==> config.mk <==
export PLATFORM = sky130hd
export DESIGN_NAME = rx_history_display_flat
export DESIGN_NICKNAME = d
export VERILOG_FILES = /design/src/rtl/rx_history_display_pkg.sv /design/src/rtl/rx_history_display_if.sv /design/src/rtl/rx_history_display_seg_decode_3b.sv /design/src/rtl/rx_history_display.sv /design/src/flat_wrapper.sv
export SDC_FILE = /design/constraint.sdc
export NUM_CORES = 1
export LEC_CHECK = 0
export CAP_MARGIN = 15
export CORE_ASPECT_RATIO = 1.2
export CORE_MARGIN = 8
export CORE_UTILIZATION = 55
export CTS_CLUSTER_SIZE = 30
export DETAILED_ROUTE_END_ITERATION = 10
export PLACE_DENSITY_LB_ADDON = 0.15
export SETUP_SLACK_MARGIN = 0.2
export SLEW_MARGIN = 20
export SYNTH_ARGS = -nofsm -noshare
export SYNTH_HDL_FRONTEND = slang
export SYNTH_SLANG_ARGS = --single-unit
export TNS_END_PERCENT = 100
==> constraint.sdc <==
create_clock -name clk -period 2.08 [get_ports clk]
set_input_delay 0.312 -clock clk [delete_from_list [all_inputs] [get_ports clk]]
set_output_delay 0.312 -clock clk [all_outputs]
set_load 0.02 [all_outputs]
==> src/rtl/rx_history_display_pkg.sv <==
// Shared constants for the received-value history display.
// Segment patterns are active-low {g,f,e,d,c,b,a}.
package rx_history_display_pkg;

    localparam int HIST_DEPTH = 4;

    localparam logic [6:0] SEG_0     = 7'b1000000;
    localparam logic [6:0] SEG_1     = 7'b1111001;
    localparam logic [6:0] SEG_2     = 7'b0100100;
    localparam logic [6:0] SEG_3     = 7'b0110000;
    localparam logic [6:0] SEG_4     = 7'b0011001;
    localparam logic [6:0] SEG_5     = 7'b0010010;
    localparam logic [6:0] SEG_6     = 7'b0000010;
    localparam logic [6:0] SEG_7     = 7'b1111000;
    localparam logic [6:0] SEG_BLANK = 7'b1111111;

    localparam logic [3:0] AN_0 = 4'b1110;
    localparam logic [3:0] AN_1 = 4'b1101;
    localparam logic [3:0] AN_2 = 4'b1011;
    localparam logic [3:0] AN_3 = 4'b0111;

    function automatic logic [3:0] an_pattern(input logic [1:0] sel);
        logic [3:0] an;
        an = AN_0;
        unique case (1'b1)
            (sel == 2'd0): an = AN_0;
            (sel == 2'd1): an = AN_1;
            (sel == 2'd2): an = AN_2;
            (sel == 2'd3): an = AN_3;
        endcase
        return an;
    endfunction

endpackage

==> src/rtl/rx_history_display_if.sv <==
// Link-side bundle: received value, its valid level and the clear pulse.
// master drives the link, slave is the history display.
interface rx_history_display_if;
    logic       data_valid;
    logic [2:0] data_in;
    logic       clear;

    modport master (output data_valid, output data_in, output clear);
    modport slave  (input  data_valid, input  data_in, input  clear);
endinterface

==> src/rtl/rx_history_display_seg_decode_3b.sv <==
// 3-bit value plus occupied flag to active-low seven-segment pattern.
// Unoccupied digits are blanked.
module seg_decode_3b
    import rx_history_display_pkg::*;
(
    input  logic [2:0] value,
    input  logic       occupied,
    output logic [6:0] seg
);

    always_comb begin
        seg = SEG_BLANK;
        if (occupied) begin
            unique case (value)
                3'd0: seg = SEG_0;
                3'd1: seg = SEG_1;
                3'd2: seg = SEG_2;
                3'd3: seg = SEG_3;
                3'd4: seg = SEG_4;
                3'd5: seg = SEG_5;
                3'd6: seg = SEG_6;
                3'd7: seg = SEG_7;
            endcase
        end
    end

endmodule

==> src/rtl/rx_history_display.sv <==
// Four-deep history of received 3-bit values shown on a multiplexed
// seven-segment display, newest value on the rightmost digit.
module rx_history_display
    import rx_history_display_pkg::*;
#(
    parameter int REFRESH_BITS = 17
) (
    input  logic                  clk,
    input  logic                  rst_n,
    rx_history_display_if.slave   link,
    output logic [6:0]            seven_seg,
    output logic [3:0]            AN,
    output logic [3:0]            rx_count
);

    logic                    dv_q;
    logic                    capture;
    logic [2:0]              entry [HIST_DEPTH];
    logic [HIST_DEPTH-1:0]   occ;
    logic [REFRESH_BITS-1:0] refresh_cnt;
    logic [1:0]              sel;
    logic [2:0]              cur_val;
    logic                    cur_occ;
    logic [6:0]              seg_next;

    assign capture = link.data_valid & ~dv_q;

    // Clear wins over a simultaneous capture; the captured value is dropped.
    always_ff @(posedge clk or negedge rst_n) begin
        if (!rst_n) begin
            dv_q     <= 1'b0;
            occ      <= '0;
            rx_count <= '0;
            for (int i = 0; i < HIST_DEPTH; i++) entry[i] <= '0;
        end else begin
            dv_q <= link.data_valid;
            if (link.clear) begin
                occ      <= '0;
                rx_count <= '0;
                for (int i = 0; i < HIST_DEPTH; i++) entry[i] <= '0;
            end else if (capture) begin
                for (int i = HIST_DEPTH - 1; i > 0; i--) entry[i] <= entry[i-1];
                entry[0] <= link.data_in;
                occ      <= {occ[HIST_DEPTH-2:0], 1'b1};
                rx_count <= rx_count + 4'd1;
            end
        end
    end

    always_ff @(posedge clk or negedge rst_n) begin
        if (!rst_n) refresh_cnt <= '0;
        else        refresh_cnt <= refresh_cnt + 1'b1;
    end

    assign sel     = refresh_cnt[REFRESH_BITS-1 -: 2];
    assign cur_val = entry[sel];
    assign cur_occ = occ[sel];

    seg_decode_3b u_dec (
        .value    (cur_val),
        .occupied (cur_occ),
        .seg      (seg_next)
    );

    // AN and segments share one register stage so digits never ghost.
    always_ff @(posedge clk or negedge rst_n) begin
        if (!rst_n) begin
            AN        <= AN_0;
            seven_seg <= SEG_BLANK;
        end else begin
            AN        <= an_pattern(sel);
            seven_seg <= seg_next;
        end
    end

endmodule

==> src/flat_wrapper.sv <==
// flat-port wrapper written by rule: the top's interface ports become plain ports
module rx_history_display_flat import rx_history_display_pkg::*;
#(
    parameter int REFRESH_BITS = 17
)
  (clk, rst_n, seven_seg, AN, rx_count, link_data_valid, link_data_in, link_clear);
  rx_history_display_if link_i ();
  input  logic clk;
  input  logic rst_n;
  output logic [6:0] seven_seg;
  output logic [3:0] AN;
  output logic [3:0] rx_count;
  input wire logic [$bits(link_i.data_valid)-1:0] link_data_valid;
  input wire logic [$bits(link_i.data_in)-1:0] link_data_in;
  input wire logic [$bits(link_i.clear)-1:0] link_clear;
  assign link_i.data_valid = link_data_valid;
  assign link_i.data_in = link_data_in;
  assign link_i.clear = link_clear;
  rx_history_display #(.REFRESH_BITS(REFRESH_BITS)) u_core (.clk(clk), .rst_n(rst_n), .link(link_i), .seven_seg(seven_seg), .AN(AN), .rx_count(rx_count));
endmodule
# --- After elaboration in Yosys (flattened, before gate mapping) ---
# Memory sizes are Yosys's and may differ from the RTL's.
# Index checks and enable logic that the tools add are counted.
op_classes:
  n_bitwise: 3
  order_cmp: 2
  mux: 13
  n_reduce_logical: 2
  addsub: 2
  eq_ne: 3
op_table:
  columns: ["cell", "n"]
  rows:
  - ["12-bit 2-to-1 mux", 2]
  - ["17-bit by 1-bit adder with 17-bit output, second input constant", 1]
  - ["4-bit 2-to-1 mux", 4]
  - ["4-bit case mux with 4 select lines", 1]
  - ["7-bit 2-to-1 mux", 1]
  - ["3-bit binary-select mux with 2-bit select", 1]
  - ["3-bit 2-to-1 mux", 2]
  - ["4-bit by 1-bit adder with 4-bit output, second input constant", 1]
  - ["2-bit == test, second input constant", 2]
  - ["3-bit >= comparator, second input constant", 1]
  - ["2-bit by 3-bit less-than comparator with 1-bit output, second input constant", 1]
  - ["2-bit inverter with 3-bit output", 1]
  - ["1-bit binary-select mux with 2-bit select", 1]
  - ["2-bit by 1-bit == test with 1-bit output, second input constant", 1]
  - ["2-bit logical NOT", 1]
  - ["2-bit nonzero test", 1]
  - ["1-bit bitwise AND", 1]
  - ["1-bit 2-to-1 mux", 1]
  - ["1-bit inverter", 1]
totals:
  out_inout_bits: 15
  memories: 1
  inputBits: 7
  mem_bits_ro: 56
  reg_bits: 49
memory_table:
  columns: ["name", "words", "word_bits", "rd", "rd_clocked_by_memory_dff", "write_ports", "line", "text"]
  rows:
  - ["(no name shown)", 8, 7, 1, 0, 0, "rx_history_display_seg_decode_3b.sv:14", "unique case (value)"]

# --- Logic depth before layout (Yosys ltp) ---
# Gate-level depths: netlist of the first run.
# An unclocked memory read counts as a cell.
depth:
  word_depth: 6
  mapped_depth: 7
  depth_no_buf: 6

# --- Cells and area by module ---
# A second synthesis of the first run with hierarchy kept.
hier_totals:
  hier_cells: 188
  hier_area_um2: 2105.8
by_module_without_submodules:
  columns: ["module", "cells_per_inst", "n_inst", "area_each_um2"]
  rows:
  - ["rx_history_display", 168, 1, 1963.1]
  - ["seg_decode_3b", 20, 1, 142.6]

# --- Worst setup path before layout of the first run ---
# Ideal clock, no wire load.
synth_timing:
  path_type: "reg2reg"
  from: "register u_core.refresh_cnt[15]"
  to: "register u_core.seven_seg[3]"
  setup_slack_ns: 0.347
  stages_incl_launch_ff: 7
  setup_ns: 0.065
  synth_period_minus_slack_ns: 1.733
  t_required_ns: 2.015
  arrival_time_ns: 1.668
  cell_sequence: "dfrtp_1 -> buf_6 -> mux4_1 -> inv_1 -> ha_1 -> or2b_1 -> nand3_1"
synth_via:
  elab_chain_cells: 6
  word_cells_on_any_way: 8
  cone_classes: "6 x mux; 1 x bitwise; 1 x memory"
synth_lines:
  columns: ["item", "line", "text"]
  rows:
  - ["from (decl)", "rx_history_display.sv:20", "logic [REFRESH_BITS-1:0] refresh_cnt;"]
  - ["from (signal assigned)", "rx_history_display.sv:52", "else refresh_cnt <= refresh_cnt + 1'b1;"]
  - ["2-bit inverter with 3-bit output (not written as such)", "rx_history_display.sv:56", "assign cur_val = entry[sel];"]
  - ["3-bit binary-select mux with 2-bit select", "rx_history_display.sv:56", null]
  - ["3-bit 2-to-1 mux (not written as such) (2 in series)", "rx_history_display.sv:56", null]
  - ["memory read 8 x 7 bit", null, null]
  - ["7-bit 2-to-1 mux *", "rx_history_display_seg_decode_3b.sv:13", "if (occupied) begin"]
  - ["named net u_core.seg_next[3]", "rx_history_display.sv:24", "logic [6:0] seg_next;"]
  - ["to (signal assigned)", "rx_history_display.sv:72", "seven_seg <= seg_next;"]
  - ["to (decl)", "rx_history_display.sv:11", "output logic [6:0] seven_seg,"]
# The timed path passes the listed nets; every way through them passes the cells marked *. The select of a mux whose other input is x is not followed.
# A chain may end at the register's enable or synchronous reset.

# --- Worst setup path in the final report of the first run ---
# Same ends and word-level chain as after synthesis.

==> results of run 1 <==
-- power by group through the flow --
stage          Clock, mW  Combinational [mW]  Sequential (mW)
6_report           0.683               0.127            0.987
5_1_grt            0.739               0.142            0.990
4_1_cts            0.700               0.130            0.987
3_5_place_dp           0               0.130             1.01
3_3_place_gp           0               0.125             1.00
2_1_floorplan          0              0.0503             1.02
-- registers in the layout (all words and copies together), names as in the netlist --
| signal | cells |
|---|---|
| u_core.dv_q | 1 |
| u_core.entry | 12 |
| u_core.occ | 4 |
| u_core.seven_seg | 7 |
| u_core.rx_count | 4 |
| u_core.AN | 4 |
| u_core.refresh_cnt | 17 |
-- worst paths after layout --
path,cells past startpoint,endpoint,start,slack [ns]
max,5,u_core.seven_seg[3]$_DFF_PN1_,u_core.refresh_cnt[15]$_DFF_PN0_,0.31
min,1,u_core.entry[1]$_DFFE_PN0P_,rst_n,0.007
max reg2reg,5,u_core.seven_seg[3]$_DFF_PN1_,u_core.refresh_cnt[15]$_DFF_PN0_,0.31
min reg2reg,1,u_core.refresh_cnt[0]$_DFF_PN0_,u_core.refresh_cnt[0]$_DFF_PN0_,0.44
max in group asynchronous,2,u_core.seven_seg[1]$_DFF_PN1_,rst_n,1.47
min in group clk,1,u_core.refresh_cnt[0]$_DFF_PN0_,u_core.refresh_cnt[0]$_DFF_PN0_,0.44
-- layout by cell type (no fill, tap or decap), drive strengths merged --
cell type / netlist / routed
a21oi: 16 / 16
and2: 1 / 1
and4: 2 / 2
buf: 5 / 4
bufinv: 0 / 1
clkbuf: 4 / 7
clkdlybuf4s50: 0 / 20
dfrtp: 39 / 39
dfstp: 10 / 10
ha: 6 / 6
inv: 5 / 5
mux2i: 1 / 1
mux4: 4 / 4
nand2: 45 / 45
nand2b: 3 / 3
nand3: 6 / 6
nand4: 6 / 6
nor2: 8 / 8
nor2b: 1 / 1
nor3: 2 / 2
o211ai: 2 / 2
o21ai: 1 / 1
or2: 1 / 1
or2b: 2 / 2
xnor2: 11 / 11
xor2: 7 / 7
-- cells by family after synthesis --
family                     Yosys count  share of synthesized area [%]
xor gates and xnor gates            18                           7.46
buffers and inverters               14                           3.32
and+or+nand+nor                     77                           17.1
muxes                                5                           5.27
AOI/OAI and AO/OA                   19                           4.74
adders and majority gates            6                           3.55
DFF                                 49                           58.6
-- critical path, stage by stage, from the launching register on --
cell     delay (ns)
dfrtp_1        0.40
mux4_1         0.63
inv_1          0.14
ha_1           0.25
or2b_1         0.22
nand3_1        0.08
-- through the flow --
step,instance area [µm²],hold slack (ns),power [mW],utilization (%)
CTS,2480,0.0234,1.82,67.8
global placement,2370,0.338,1.13,64.6
floorplan,2110,0.0164,1.07,-
detailed placement,2370,0.350,1.14,64.6
global route,2480,0.0425,1.87,67.8
finish,2480,0.00660,1.80,67.8
-- cells in the mapped netlist, types with 2 or more instances --
library cell / number / area [µm²]
xnor2_1: 11 / 96.3
a21oi_1: 16 / 80.1
nor3_1: 2 / 10.0
clkbuf_1: 4 / 15.0
buf_6: 2 / 22.5
inv_1: 5 / 18.8
nand4_1: 5 / 31.3
o211ai_1: 2 / 15.0
nand2_1: 45 / 169
or2b_1: 2 / 15.0
nand2b_1: 2 / 12.5
ha_1: 6 / 75.1
nor2_1: 8 / 30.0
nand3_1: 6 / 30.0
mux4_1: 3 / 78.8
dfstp_2: 10 / 263
buf_2: 2 / 10.0
xor2_1: 7 / 61.3
dfrtp_1: 39 / 976
and4_1: 2 / 17.5
-- final cells by class --
class,instances,share of cell area (%)
clock buffer,7,3.48
sequential,49,49.9
tap,52,2.62
clock inverter,1,1.21
inverter,5,0.756
multi-input combinational,125,32.4
timing repair buffer,24,9.67
-- routing by layer --
layer  GRT usage, %  routed length, µm  vias up
met3           5.05                244        5
met2           20.3               1770       41
li1               -                  -      659
met4           3.83                 48        0
met5              0                  0        -
met1           15.1               1550      670
==> summary.md, run 1 <==
| Metric | Value |
|---|---|
| Sequential area share after synthesis | 58.6% |
| Fillcell total | 295 |
| Fmax | 564 MHz |
| WL final | 3.62 mm |
| Post-Syn Area | 2110 µm² |
| CTS Sinks | 49 |
| Post-route ant nets | 0 |
| Critical path class | reg2reg |
| NumNets Final | 223 |
| Worst-margin pin slew | 0.693 ns |
| Placed cells | 255 |
| Cell Pwr Density | 724 nW/µm² |
| ANT cells | 0 |
| Final max-slew violation count | 0 |
| Comb pwr share | 7.1% |
| Post-CTS Resized | 0 |
| Area delta synth->final | 17.5% |
| Final setup fails | 0 |
| Post-Layout Cell Count | 263 |
| YS warnings | 0 |
| VDD IR max | 0.571 mV |
| Multi-input gate area | 805 µm² |
| Die area | 6090 µm² |
| CTS Hold Buffers Added | 0 |
| Iter 0 DRT Violations | 75 |
| HPWL after DPL | 2.68 mm |
| Initial antenna violation count | 0 |
| Clk root buf | clkbuf_8 |
| First-pass GRT wire length | 6.18 mm |
| I/O pin total | 22 |
| Crit. End Element | flop |
| Post-synthesis cell count | 188 |
| Synth cell types | 29 |
| Ys async rst share | 100% |
| Synthesized area per cell | 11.2 µm² |
| Main synth FF type | dfrtp_1 |
| GRT overflow | 0 |
| Internal power | 1.42 mW |
| Clock buffer count from CTS | 5 |
| Clk buf depth | 2 |
| Sequential power share | 54.9% |
| Synthesized flop and latch total | 49 |
| Psw | 0.378 mW |
| DRT Pass-1 Iters | 4 |
| Clock Latency Late Sink | 0.29 ns |
| CTS tree | done |
| Leak Pwr | 1.08 nW |
| Post-synth EDFFs | 0 |
| # rows | 24 |
| Nets in the synthesized netlist | 201 |
| Unrepaired setup endpoints after global routing | false |
| Setup TNS | 0 ns |
| Vias in the first global route | 1,363 |
| Initial Util | 57.7% |
| H-tree Lvls | 2 |
| Vias per cell | 5.23 |
| Setup bufs post-CTS | 0 |
| Maximum fanout along the worst path | 3 |
| PortBufs | 21 |
| DRC | 0 |
| Share of cells above drive strength 1 | 11.8% |
| Clock transition at the registers of the reported paths | 0.08 ns |
| Status | finished clean |
| Wirelength per Cell | 13.8 µm |
| Die Y | 83.9 µm |
| Hold Path Class | in2async |
| Sw Share | 21.0% |
| Worst Setup Start Kind | flop |
| Final Worst Setup Slack | 0.306 ns |
| Slew headroom | 53.6% |
| Worst clock skew | 0.00102 ns |
| Sequential cell area | 1240 µm² |
| Final period utilization | 85.3% |
| CP Data Arrival Time | 2.01 ns |
| Vias | 1,375 |
| Number of hold violations in the final report | 0 |
| Critical Path RT | 2.31 ns |
| Core region area | 3660 µm² |
| Final Wtd Congestion | 0.774 |
| Minimum clock period | 1.77 ns |
| Largest net degree at the start of global routing | 26 |
| Chip width | 72.6 µm |
| DP Worst Slack | 0.307 ns |
| Max cap viols | 0 |
| Clock share of power | 38.0% |
| GRT Util Overall | 12.7% |
Note: power is estimated with default switching activity, not from simulation.
==> run 2: changes to the inputs <==
--- a/config.mk
+++ b/config.mk
@@ -5,6 +5,7 @@
 export SDC_FILE = /design/constraint.sdc
 export NUM_CORES = 1
 export LEC_CHECK = 0
+export ABC_CLOCK_PERIOD_IN_PS = 2080
 export CAP_MARGIN = 15
 export CORE_ASPECT_RATIO = 1.2
 export CORE_MARGIN = 8
==> results of run 2 <==
No change in the layout: final DEF, timing and power equal those of run 1.
==> run 3: changes to the inputs <==
--- a/config.mk
+++ b/config.mk
@@ -5,11 +5,11 @@
 export SDC_FILE = /design/constraint.sdc
 export NUM_CORES = 1
 export LEC_CHECK = 0
-export ABC_CLOCK_PERIOD_IN_PS = 2080
+export ABC_CLOCK_PERIOD_IN_PS = 1600
 export CAP_MARGIN = 15
 export CORE_ASPECT_RATIO = 1.2
 export CORE_MARGIN = 8
-export CORE_UTILIZATION = 55
+export CORE_UTILIZATION = 50
 export CTS_CLUSTER_SIZE = 30
 export DETAILED_ROUTE_END_ITERATION = 10
 export PLACE_DENSITY_LB_ADDON = 0.15
==> constraint.sdc (replaced) <==
create_clock -name clk -period 1.6 [get_ports clk]
set_input_delay 0.24 -clock clk [delete_from_list [all_inputs] [get_ports clk]]
set_output_delay 0.24 -clock clk [all_outputs]
set_load 0.02 [all_outputs]
==> summary.md, run 3 (synthesis results as in run 1) <==
| Metric | Value |
|---|---|
| HPWL after DPL | 2.66 mm |
| Failing checks | negative setup slack |
| Top reg by flops | u_core.refresh_cnt |
| CTS Sinks | 49 |
| DP Worst Slack | -0.00798 ns |
| Crit. End Element | flop |
| Share of cells above drive strength 1 | 22.0% |
| PortBufs | 21 |
| Vias in the first global route | 1,459 |
| Largest net degree at the start of global routing | 29 |
| Most frequent cells in the layout | nand2_1, dfrtp_1, a21oi_1 |
| Reg-to-reg startpoint | u_core.refresh_cnt[15]$_DFF_PN0_ |
| Min-Delay Path Depth | 1 |
| WL final | 3.95 mm |
| Final setup fails | 1 |
| R2R setup slack | -0.02 ns |
| GRT Util Overall | 13.3% |
| Worst clock skew | 0.00920 ns |
| DRT Pass-1 Iters | 4 |
| Clock buffer count from CTS | 5 |
| Final Worst Setup Slack | -0.0224 ns |
| Clk root buf | clkbuf_8 |
| Minimum clock period | 1.62 ns |
| Die area | 6570 µm² |
| Area delta synth->final | 23.3% |
| Number of hold violations in the final report | 0 |
| Core region area | 4160 µm² |
| DRC | 0 |
| Final period utilization | 101% |
| Max cap viols | 0 |
| Iter 0 DRT Violations | 45 |
| Clk buf depth | 2 |
| ANT cells | 0 |
| FF-to-FF End | u_core.seven_seg[3]$_DFF_PN1_ |
| Vias | 1,413 |
| Die Y | 87.2 µm |
| Clock transition at the registers of the reported paths | 0.09 ns |
| First-pass GRT wire length | 6.64 mm |
| Largest register FFs | 17 |
| Hold Startpoint | link_data_valid |
| Slew headroom | 65.6% |
| Fmax | 616 MHz |
| Final max-slew violation count | 0 |
| Critical path class | reg2reg |
| I/O pin total | 22 |
| CP Data Arrival Time | 1.86 ns |
| Chip width | 75.3 µm |
| Worst-margin pin slew | 0.515 ns |
| Commonest non-fill, non-tap cell in the layout | nand2_1 |
| Final Wtd Congestion | 0.776 |
| NumNets Final | 235 |
| Leak Pwr | 1.16 nW |
| Cell Pwr Density | 842 nW/µm² |
| Wirelength per Cell | 14.2 µm |
| # rows | 26 |
| Unrepaired setup endpoints after global routing | true |
| Top flop regs | u_core.refresh_cnt (17), u_core.entry (12), u_core.seven_seg (7) |
| Initial Util | 50.8% |
| Clock Latency Late Sink | 0.30 ns |
| R2R depth | 5 |
| Status | finished, violations left |
| Crit path from | u_core.refresh_cnt[15]$_DFF_PN0_ |
| Post-route ant nets | 0 |
| Hold Path End | u_core.dv_q$_DFF_PN0_ |
| H-tree Lvls | 2 |
| Hold Path Class | in2reg |
| Worst Setup Start Kind | flop |
| Initial antenna violation count | 0 |
| Maximum fanout along the worst path | 3 |
| CTS tree | done |
| VDD IR max | 0.532 mV |
| Pwr Total | 2.19 mW |
| Critical Path RT | 1.84 ns |
| Vias per cell | 5.06 |
| GRT overflow | 0 |
run 3: how the worst max path moves through the flow:
stage / end / slack (ns) / cells past startpoint
6_report: u_core.seven_seg[3]$_DFF_PN1_ / -0.02 / 5
5_1_grt: u_core.seven_seg[3]$_DFF_PN1_ / -0.10 / 5
4_1_cts: u_core.seven_seg[3]$_DFF_PN1_ / -0.01 / 5
3_5_place_dp: u_core.seven_seg[3]$_DFF_PN1_ / -0.008 / 5
3_3_place_gp: u_core.seven_seg[3]$_DFF_PN1_ / 0.02 / 5
2_1_floorplan: u_core.seven_seg[3]$_DFF_PN1_ / -0.03 / 6
run 3: final cells by class:
type	count	area (µm²)
flip-flops and latches	49	1240
inverters	5	18.8
clock inverters	3	21.3
repair buffers	35	324
multi-input cells	126	863
clock buffers	5	68.8
well taps	56	70.1
fillers	379	1560
run 3: worst max-delay path: stages, from the launching register on:
cell     delay, ns
dfrtp_1       0.41
mux4_2        0.57
inv_2         0.10
ha_4          0.19
or2b_1        0.22
nand3_1       0.08
run 3: metal layers:
layer	part of all wire (%)	global-route usage [%]	routed length, µm
met1	45	16.0	1770
met2	50	21.4	1960
met3	4.8	3.80	189
met4	0.91	5.60	36
met5	0	0	0
run 3: repair_timing:
action / in CTS / in global routing
hold buffers: 1 / 0
gates resized for setup: 30 / 10
gates cloned: 1 / 0
pin swaps: 0 / 2
setup endpoints to repair: 23 / 18
hold endpoints to repair: 11 / 0
buffers inserted: 1 / 2
run 3: report_power, final:
| group | internal, mW | switching [mW] |
|---|---|---|
| combinational | 0.0792 | 0.105 |
| clock | 0.310 | 0.414 |
| sequential | 1.27 | 0.0145 |
run 3: per-stage QoR:
stage | TNS (ns) | utilization (%) | cells | hold slack (ns) | cell area, µm²
after global placement | 0 | 58.7 | 266 | 0.231 | 2440
after detailed placement | -0.00798 | 58.7 | 266 | 0.239 | 2440
after global routing | -0.291 | 62.6 | 279 | 0.440 | 2610
final | -0.0224 | 62.6 | 279 | 0.430 | 2610
after CTS | -0.0147 | 62.3 | 277 | 0.427 | 2590
after floorplan | -0.0280 | - | 188 | -0.0556 | 2120
